### src/rtl/i2c_cfg_sequencer.sv
// i2c_cfg_sequencer: walks a register-configuration table and issues one I2C
// driver transaction per entry, with optional read-back verify, bounded retry
// on NACK or mismatch, delay entries and a busy-handshake timeout.
module i2c_cfg_sequencer #(
    parameter logic [6:0] DEV_ADDR  = 7'h3C,
    parameter int         TBL_AW    = 8,
    parameter int         MAX_RETRY = 3,
    parameter int         DLY_UNIT  = 800,
    parameter int         BUSY_TO   = 64,
    parameter int         VERIFY    = 1
) (
    input  logic              clk_i,
    input  logic              rst_n,
    input  logic              init_start,
    output logic              init_busy,
    output logic              init_done,
    output logic              init_fail,
    output logic [TBL_AW-1:0] fail_index,
    output logic [TBL_AW-1:0] tbl_addr,
    input  logic [23:0]       tbl_data,
    output logic              start_en,
    output logic              wr_rd_flag,
    output logic [7:0]        i2c_device_addr,
    output logic [15:0]       register,
    output logic [7:0]        data_byte,
    input  logic              busy,
    input  logic              err,
    input  logic [7:0]        rd_data
);

    localparam int RET_W = $clog2(MAX_RETRY + 2);
    localparam int TO_W  = $clog2(BUSY_TO + 1);
    localparam logic [15:0]       REG_END  = 16'hFFFF;
    localparam logic [15:0]       REG_DLY  = 16'hFFFE;
    localparam logic [TBL_AW-1:0] IDX_LAST = {TBL_AW{1'b1}};

    typedef enum logic [3:0] {
        S_IDLE,
        S_FETCH,
        S_LATCH,
        S_ISSUE,
        S_XFER,
        S_CHECK,
        S_DELAY,
        S_DONE,
        S_FAIL
    } state_t;

    state_t            state_q;
    logic [TBL_AW-1:0] idx_q;
    logic [TBL_AW-1:0] tbl_addr_q;
    logic [RET_W-1:0]  retry_q;
    logic [TO_W-1:0]   to_cnt_q;
    logic [23:0]       dly_q;
    logic [15:0]       reg_q;
    logic [7:0]        data_q;
    logic              err_q;
    logic              verify_ph_q;
    logic              wr_rd_q;
    logic              start_en_q;
    logic              init_busy_q;
    logic              init_done_q;
    logic              init_fail_q;
    logic [TBL_AW-1:0] fail_index_q;
    logic [7:0]        dev_addr_q;

    logic [TBL_AW-1:0] idx_next_d;
    logic              idx_last_d;
    logic              retry_ok_d;
    logic              rd_match_d;
    logic              to_expired_d;
    logic [23:0]       dly_load_d;

    // Helper terms shared by several FSM branches (advance, retry, timeout).
    always_comb begin
        idx_next_d   = idx_q + 1'b1;
        idx_last_d   = (idx_q == IDX_LAST);
        retry_ok_d   = (retry_q < RET_W'(MAX_RETRY));
        rd_match_d   = (rd_data == data_q);
        to_expired_d = (to_cnt_q == TO_W'(BUSY_TO - 1));
        dly_load_d   = 24'(tbl_data[7:0]) * 24'(DLY_UNIT);
    end

    // Sequencer FSM; every output is a register so the driver sees clean levels.
    always_ff @(posedge clk_i or negedge rst_n) begin
        if (!rst_n) begin
            state_q      <= S_IDLE;
            idx_q        <= '0;
            tbl_addr_q   <= '0;
            retry_q      <= '0;
            to_cnt_q     <= '0;
            dly_q        <= '0;
            reg_q        <= '0;
            data_q       <= '0;
            err_q        <= 1'b0;
            verify_ph_q  <= 1'b0;
            wr_rd_q      <= 1'b0;
            start_en_q   <= 1'b0;
            init_busy_q  <= 1'b0;
            init_done_q  <= 1'b0;
            init_fail_q  <= 1'b0;
            fail_index_q <= '0;
            dev_addr_q   <= '0;
        end else begin
            case (state_q)
                S_IDLE: begin
                    if (init_start) begin
                        init_done_q <= 1'b0;
                        init_fail_q <= 1'b0;
                        init_busy_q <= 1'b1;
                        idx_q       <= '0;
                        tbl_addr_q  <= '0;
                        dev_addr_q  <= {1'b0, DEV_ADDR};
                        state_q     <= S_FETCH;
                    end
                end

                // ROM is registered: address was set on entry, data arrives next cycle.
                S_FETCH: state_q <= S_LATCH;

                S_LATCH: begin
                    reg_q   <= tbl_data[23:8];
                    data_q  <= tbl_data[7:0];
                    retry_q <= '0;
                    if (tbl_data[23:8] == REG_END) begin
                        init_done_q <= 1'b1;
                        init_busy_q <= 1'b0;
                        state_q     <= S_DONE;
                    end else if (tbl_data[23:8] == REG_DLY) begin
                        if (tbl_data[7:0] == 8'd0) begin
                            if (idx_last_d) begin
                                init_done_q <= 1'b1;
                                init_busy_q <= 1'b0;
                                state_q     <= S_DONE;
                            end else begin
                                idx_q      <= idx_next_d;
                                tbl_addr_q <= idx_next_d;
                                state_q    <= S_FETCH;
                            end
                        end else begin
                            dly_q   <= dly_load_d;
                            state_q <= S_DELAY;
                        end
                    end else begin
                        wr_rd_q     <= 1'b0;
                        verify_ph_q <= 1'b0;
                        err_q       <= 1'b0;
                        start_en_q  <= 1'b1;
                        to_cnt_q    <= '0;
                        state_q     <= S_ISSUE;
                    end
                end

                // start_en drops on the same edge that first sees busy, so the
                // driver can never re-trigger when it returns to idle.
                S_ISSUE: begin
                    if (busy) begin
                        start_en_q <= 1'b0;
                        err_q      <= err_q | err;
                        state_q    <= S_XFER;
                    end else if (to_expired_d) begin
                        start_en_q   <= 1'b0;
                        init_fail_q  <= 1'b1;
                        fail_index_q <= idx_q;
                        init_busy_q  <= 1'b0;
                        state_q      <= S_FAIL;
                    end else begin
                        to_cnt_q <= to_cnt_q + 1'b1;
                    end
                end

                // err is only meaningful while busy, so it is made sticky here.
                S_XFER: begin
                    if (busy) begin
                        err_q <= err_q | err;
                    end else begin
                        state_q <= S_CHECK;
                    end
                end

                S_CHECK: begin
                    if (err_q || (verify_ph_q && !rd_match_d)) begin
                        if (retry_ok_d) begin
                            retry_q     <= retry_q + 1'b1;
                            err_q       <= 1'b0;
                            verify_ph_q <= 1'b0;
                            wr_rd_q     <= 1'b0;
                            start_en_q  <= 1'b1;
                            to_cnt_q    <= '0;
                            state_q     <= S_ISSUE;
                        end else begin
                            init_fail_q  <= 1'b1;
                            fail_index_q <= idx_q;
                            init_busy_q  <= 1'b0;
                            state_q      <= S_FAIL;
                        end
                    end else if (!verify_ph_q && (VERIFY != 0)) begin
                        err_q       <= 1'b0;
                        verify_ph_q <= 1'b1;
                        wr_rd_q     <= 1'b1;
                        start_en_q  <= 1'b1;
                        to_cnt_q    <= '0;
                        state_q     <= S_ISSUE;
                    end else if (idx_last_d) begin
                        init_done_q <= 1'b1;
                        init_busy_q <= 1'b0;
                        state_q     <= S_DONE;
                    end else begin
                        idx_q      <= idx_next_d;
                        tbl_addr_q <= idx_next_d;
                        state_q    <= S_FETCH;
                    end
                end

                S_DELAY: begin
                    if (dly_q != 24'd0) begin
                        dly_q <= dly_q - 24'd1;
                    end else if (idx_last_d) begin
                        init_done_q <= 1'b1;
                        init_busy_q <= 1'b0;
                        state_q     <= S_DONE;
                    end else begin
                        idx_q      <= idx_next_d;
                        tbl_addr_q <= idx_next_d;
                        state_q    <= S_FETCH;
                    end
                end

                // Status was set on entry; one dead cycle swallows a coincident init_start.
                S_DONE: state_q <= S_IDLE;
                S_FAIL: state_q <= S_IDLE;

                default: state_q <= S_IDLE;
            endcase
        end
    end

    assign init_busy       = init_busy_q;
    assign init_done       = init_done_q;
    assign init_fail       = init_fail_q;
    assign fail_index      = fail_index_q;
    assign tbl_addr        = tbl_addr_q;
    assign start_en        = start_en_q;
    assign wr_rd_flag      = wr_rd_q;
    assign i2c_device_addr = dev_addr_q;
    assign register        = reg_q;
    assign data_byte       = data_q;

endmodule

### config.mk
export PLATFORM = sky130hd
export DESIGN_NAME = i2c_cfg_sequencer
export DESIGN_NICKNAME = d
export VERILOG_FILES = /design/src/rtl/i2c_cfg_sequencer.sv
export SDC_FILE = /design/constraint.sdc
export NUM_CORES = 1
export LEC_CHECK = 0
export BUFFER_PORTS_ARGS = -buffer_cell sky130_fd_sc_hd__buf_4
export CELL_PAD_IN_SITES_DETAIL_PLACEMENT = 1
export CELL_PAD_IN_SITES_GLOBAL_PLACEMENT = 2
export CORE_MARGIN = 2
export CORE_UTILIZATION = 34
export CTS_CLUSTER_DIAMETER = 200
export DETAILED_ROUTE_END_ITERATION = 12
export GPL_ROUTABILITY_DRIVEN = 0
export PLACE_DENSITY_LB_ADDON = 0.08
export SLEW_MARGIN = 0
export SYNTH_ARGS = -nofsm -noshare
export SYNTH_HDL_FRONTEND = slang
export SYNTH_SLANG_ARGS = --single-unit
### constraint.sdc
create_clock -name clk_i -period 4.34 [get_ports clk_i]
set_clock_uncertainty 0.1 [all_clocks]
set_input_delay 0.651 -clock clk_i [delete_from_list [all_inputs] [get_ports clk_i]]
set_output_delay 0.651 -clock clk_i [all_outputs]
set_load 0.05 [all_outputs]
# After elaboration in Yosys (flattened, before gate mapping)
# Cells that the tools add are included.
dict set report totals {
  ff_bits 94
  input_bits 37
}
dict set report classes {
  addsub 4
  n_mul 1
  order_cmp 1
  eq_ne 36
  n_mux 95
  n_bitwise 1
  reduce_logical 29
}
# op count
set ops {}
lappend ops {{$mux 8} 19}
lappend ops {{$mux 24} 4}
lappend ops {{$pmux 8 s4} 2}
lappend ops {{$mux 7} 7}
lappend ops {{$pmux 24 s2} 1}
lappend ops {{$mux 4} 11}
lappend ops {{$mux 1} 37}
lappend ops {{$ne 2x2->1 const B} 17}
lappend ops {{$eq 16x16->1 const B} 2}
lappend ops {{$pmux 4 s7} 1}
lappend ops {{$reduce_bool 24->1} 1}
lappend ops {{$sub 24x1->24 const B} 1}
lappend ops {{$ne 3x3->1 const B} 7}
lappend ops {{$pmux 7 s3} 1}
lappend ops {{$reduce_and 6->1} 3}
lappend ops {{$pmux 8 s2} 1}
lappend ops {{$reduce_and 5->1} 3}
lappend ops {{$reduce_and 7->1} 2}
lappend ops {{$mul 8x5->13 const B} 1}
lappend ops {{$eq 4x3->1 const B} 3}
lappend ops {{$mux 3} 3}
lappend ops {{$pmux 1 s3} 3}
lappend ops {{$reduce_and 9->1} 1}
lappend ops {{$reduce_bool 3->1} 3}
lappend ops {{other kinds (28)} 33}

# Logic depth before layout (Yosys ltp)
dict set report logic_depth {
  ltp_word 6
  depth_mapped 14
  mapped_depth_nobuf 14
}

# Least setup slack after synthesis
# Ideal clock, no wire load.
dict set report synth_path {
  path_kind {reg2reg}
  start {register dly_q[12] (netlist name)}
  end {register fail_index_q[0], in the netlist fail_index[0]}
  arrival_time_ns 3.169
  required_ns 4.115
  path_slack_ns 0.946
  path_stages_with_launch 10
  path_buffers 2
  cell_sequence {dfrtp_1 or4_4 or3_4 or4_1 buf_2 a311o_1 a221o_1 nand2b_1 buf_6 mux2_4}
}
# item line_no
set synth_rtl {}
lappend synth_rtl {{end signal, assigned} 164} ;# fail_index_q <= idx_q;
lappend synth_rtl {{end signal, assigned} 193} ;# fail_index_q <= idx_q;
lappend synth_rtl {{end, declared} 64} ;# logic [TBL_AW-1:0] fail_index_q;

==> flow_summary_export.csv <==
group,metric,value,unit
status,run_status,"complete, no violations",
floorplanning,ioPinCount,90,
clock_network,max-clock-path-buffers,2,
worst_setup_path,reg2regPathDepth,7,
placed_design,placedInstanceArea,6060,sq um
drt,antenna_left,0,
drt,dr_wl_met2,7.75,mm
drt,detailroute.via_count,4667,
global_routing,wire_length_of_the_first_global_routing_pass,25.1,mm
finish,stdcell_area,6360,sq um
yosys,seq_area_frac_synth,40.9,%
placed_design,port-buffer-count,85,
floorplanning,die_h,128,microns
worst_setup_path,timing.critical_path.slowest_cell_delay,0.68,ns
finish,area_added_between_synthesis_and_finish,20.9,%
yosys,synth.mux.area_fraction,2.66,%
worst_setup_path,critical_path_cell_by_cell,"or4_4 -> or3_4 -> or4_1 -> a311o_1 -> a221o_1 -> nand2b_1 -> mux2_4",
finish,most-common-layout-cells,"sky130_fd_sc_hd__buf_4 (93), sky130_fd_sc_hd__nand2_1 (89), sky130_fd_sc_hd__dfrtp_1 (86)",
drt,post_drt_via_cell_ratio,5.33,
timing,worst-slew-pin-transition,1.20,ns
clock_network,root_buffer,"sky130_fd_sc_hd__clkbuf_16",
finish,finalNetCount,761,
floorplanning,placement_rows,45,
drt,remaining_drc_errors,0,
hold_path,timing.hold.worst.class,"in2async",
global_routing,grt_antenna_before_repair,0,
yosys,synth-warning-count,0,
drt,route.top_layer_used,"met4",
global_routing,grt_max_degree,60,
yosys,syn_area_per_cell,8.67,sq um
power,static-leakage-power,3.03,nW
yosys,synth.lib_cells_used.distinct,55,
worst_setup_path,worstSetupEndpointType,"register",
power,peak_supply_drop,0.000280,V
timing,grt_setup_unrepaired,"false",
finish,layout.cells.most_common,"sky130_fd_sc_hd__buf_4",
clock_network,ctsHoldBuffers,0,
global_routing,grt_remaining_overflow,0,
drt,route.final.wire_length,15.0,mm
clock_network,post-cts-setup-buffers,0,
worst_setup_path,worst_ep_arrival_time,4.00,ns
yosys,post_synth_fa_ha_maj_area_fraction,10.2,%
timing,timing.slew.headroom,20.3,%
yosys,post_synth_xor_area_fraction,2.16,%
finish,antenna_cells_inserted,0,
drt,wl_met3,384,microns
worst_setup_path,ff2ff_setup_slack,0.46,ns
yosys,async_flop_share,100,%
clock_network,cts_repair_resize_count,0,
timing,timing.final.crit_share,89.3,%
timing,total_count_of_hold_check_failures_in_the_final_report,0,
worst_setup_path,crit_required,4.46,ns
drt,firstDrtPassIters,4,
job,max_cap_viol_count,0,
worst_setup_path,worstReg2RegStart,"dly_q[12]",
global_routing,track_usage,19.2,%
yosys,synth-compound-area-share,17.4,%
worst_setup_path,worst_r2r_endpoint,"fail_index[4]",
yosys,synth-edff-count,0,
power,power_density,681,nW/um^2
worst_setup_path,cp_slowest_cell,"sky130_fd_sc_hd__or4_1",
yosys,main_combinational_cell_family_by_area_after_synthesis,"simple AND/OR/NAND/NOR gates",
clock_network,clock_sink_count,86,
clock_network,cts.clk_slew.worst_paths,0.06,ns
yosys,netlist_area,5260,sq um
clock_network,cts_inserted_buffers,9,
floorplanning,floorplan.initialDensity,34.8,%
worst_setup_path,worstSetupStartpointType,"register",
yosys,synth-simple-area-share,22.4,%
worst_setup_path,crit_path_kind,"reg2reg",
finish,final_layout_size_suffix_gt1_share,17.8,%
clock_network,worstSkewPairLatency,0.34,ns
yosys,yosys_register_bits,86,
drt,wl_per_cell,17.2,microns
clock_network,tritoncts_clock_tree,"yes",
yosys,primary_flip_flop_cell_chosen_by_synthesis_mapping,"sky130_fd_sc_hd__dfrtp_1",
floorplanning,die_x,128,microns
timing,setup_viol,0,
floorplanning,floorplan.die_area,16500,sq um
drt,drtIter0Drc,123,
yosys,synthCells,607,
clock_network,h-tree-depth,3,
drt,detail_route.wirelength.met1,6.75,mm
timing,max_freq,258,MHz
timing,timing.final.max_slew_violations,0,
placed_design,post-dp-hpwl,11.3,mm
floorplanning,core_area,15100,sq um
worst_setup_path,critPathMaxFanout,10,
timing,finalCriticalPeriod,3.88,ns
timing,timing.setup.tns,0,ns
global_routing,grt_pass1_vias,4922,
-- worst max-delay path by stage --
stage	from	end	cells after the start
finish	dly_q[12]	fail_index[4]	7
floorplan	dly_q[12]	fail_index[0]	9
global placement	dly_q[12]	fail_index[1]	7
detailed placement	dly_q[12]	fail_index[4]	7
CTS	dly_q[12]	fail_index[3]	7
global route	dly_q[12]	fail_index[4]	7
-- state kept, by name, indices dropped and copies added (netlist names) --
| register | flops |
|---|---|
| init_fail | 1 |
| state_q | 4 |
| wr_rd_flag | 1 |
| retry_q | 3 |
| fail_index | 8 |
| dly_q | 24 |
| i2c_device_addr | 1 |
| to_cnt_q | 7 |
| verify_ph_q | 1 |
| start_en | 1 |
| tbl_addr | 8 |
| data_byte | 8 |
| init_busy | 1 |
| err_q | 1 |
| init_done | 1 |
| register | 16 |
-- cells in the mapped netlist (3+ instances only) --
cell type,instances,area share (%)
sky130_fd_sc_hd__xor2_1,3,0.50
sky130_fd_sc_hd__a21oi_1,31,2.9
sky130_fd_sc_hd__nand4_1,8,0.95
sky130_fd_sc_hd__nor3_1,16,1.5
sky130_fd_sc_hd__buf_4,7,1.0
sky130_fd_sc_hd__o31ai_1,5,0.71
sky130_fd_sc_hd__or4_1,4,0.57
sky130_fd_sc_hd__a31oi_1,4,0.48
sky130_fd_sc_hd__xnor2_1,10,1.7
sky130_fd_sc_hd__nor2_1,57,4.1
sky130_fd_sc_hd__and3_1,5,0.59
sky130_fd_sc_hd__o21ai_0,77,7.3
sky130_fd_sc_hd__or3_1,7,0.83
sky130_fd_sc_hd__a211oi_1,4,0.57
sky130_fd_sc_hd__inv_1,20,1.4
sky130_fd_sc_hd__a21o_1,3,0.43
sky130_fd_sc_hd__clkbuf_1,20,1.4
sky130_fd_sc_hd__mux2_4,8,2.3
sky130_fd_sc_hd__dfrtp_1,86,41
sky130_fd_sc_hd__nand2_1,89,6.3
sky130_fd_sc_hd__nand2b_1,14,1.7
sky130_fd_sc_hd__nand4b_1,3,0.50
sky130_fd_sc_hd__o22ai_1,4,0.48
sky130_fd_sc_hd__fa_1,3,1.1
sky130_fd_sc_hd__nand3_1,22,2.1
sky130_fd_sc_hd__nor4_1,10,1.2
sky130_fd_sc_hd__or2_2,5,0.59
sky130_fd_sc_hd__a22oi_1,4,0.57
sky130_fd_sc_hd__ha_1,38,9.0
-- power breakdown --
group	internal [mW]	switching [mW]	total [mW]
Sequential	1.08	0.263	1.35
Clock	0.501	0.318	0.819
Combinational	0.727	1.44	2.17
-- per-stage QoR --
| stage | instances | total power [mW] | hold WS [ns] | utilization, % | worst slack (ns) |
|---|---|---|---|---|---|
| CTS | 875 | 4.40 | 0.337 | 42.0 | 0.438 |
| finish | 875 | 4.33 | 0.287 | 42.0 | 0.464 |
| floorplan | 610 | 2.86 | 0.255 | - | 0.946 |
| detailed placement | 860 | 3.56 | 0.367 | 40.0 | 0.455 |
| global route | 875 | 4.68 | 0.354 | 42.0 | 0.301 |
| global placement | 860 | 3.50 | 0.359 | 40.0 | 0.558 |
-- metal layers --
layer / up-vias / track usage, %
met3: 11 / 3.08
met4: 0 / 5.04
met1: 2307 / 23.1
li1: 2295 / -
met2: 54 / 35.6
met5: - / 0
-- critical path, delay by kind of cell (launching register included) --
| kind | cells | cell delay (ns) |
|---|---|---|
| AOI/OAI and AO/OA | 2 | 0.75 |
| and+or+nand+nor | 4 | 2.04 |
| muxes | 1 | 0.43 |
| DFF | 1 | 0.44 |
-- final cells by class --
| class | count | area [sq um] |
|---|---|---|
| fillers | 1819 | 8780 |
| repair buffers | 93 | 698 |
| clock buffers | 11 | 233 |
| clock inverters | 4 | 72.6 |
| inverters | 20 | 75.1 |
| flip-flops and latches | 86 | 2150 |
| multi-input cells | 473 | 2900 |
| well taps | 188 | 235 |
-- kinds of logic (layout without fill, tap and decap cells) --
logic type               count (synthesis)  in the layout
multiplexers                            10             10
AND/OR/NAND/NOR                        250            250
buffers and inverters                   51            128
other                                    1              4
AO/OA/AOI/OAI                          155            155
flip-flops                              86             86
adder cells (fa/ha/maj)                 41             41
XOR/XNOR                                13             13
(Power assumes the default switching activity.)
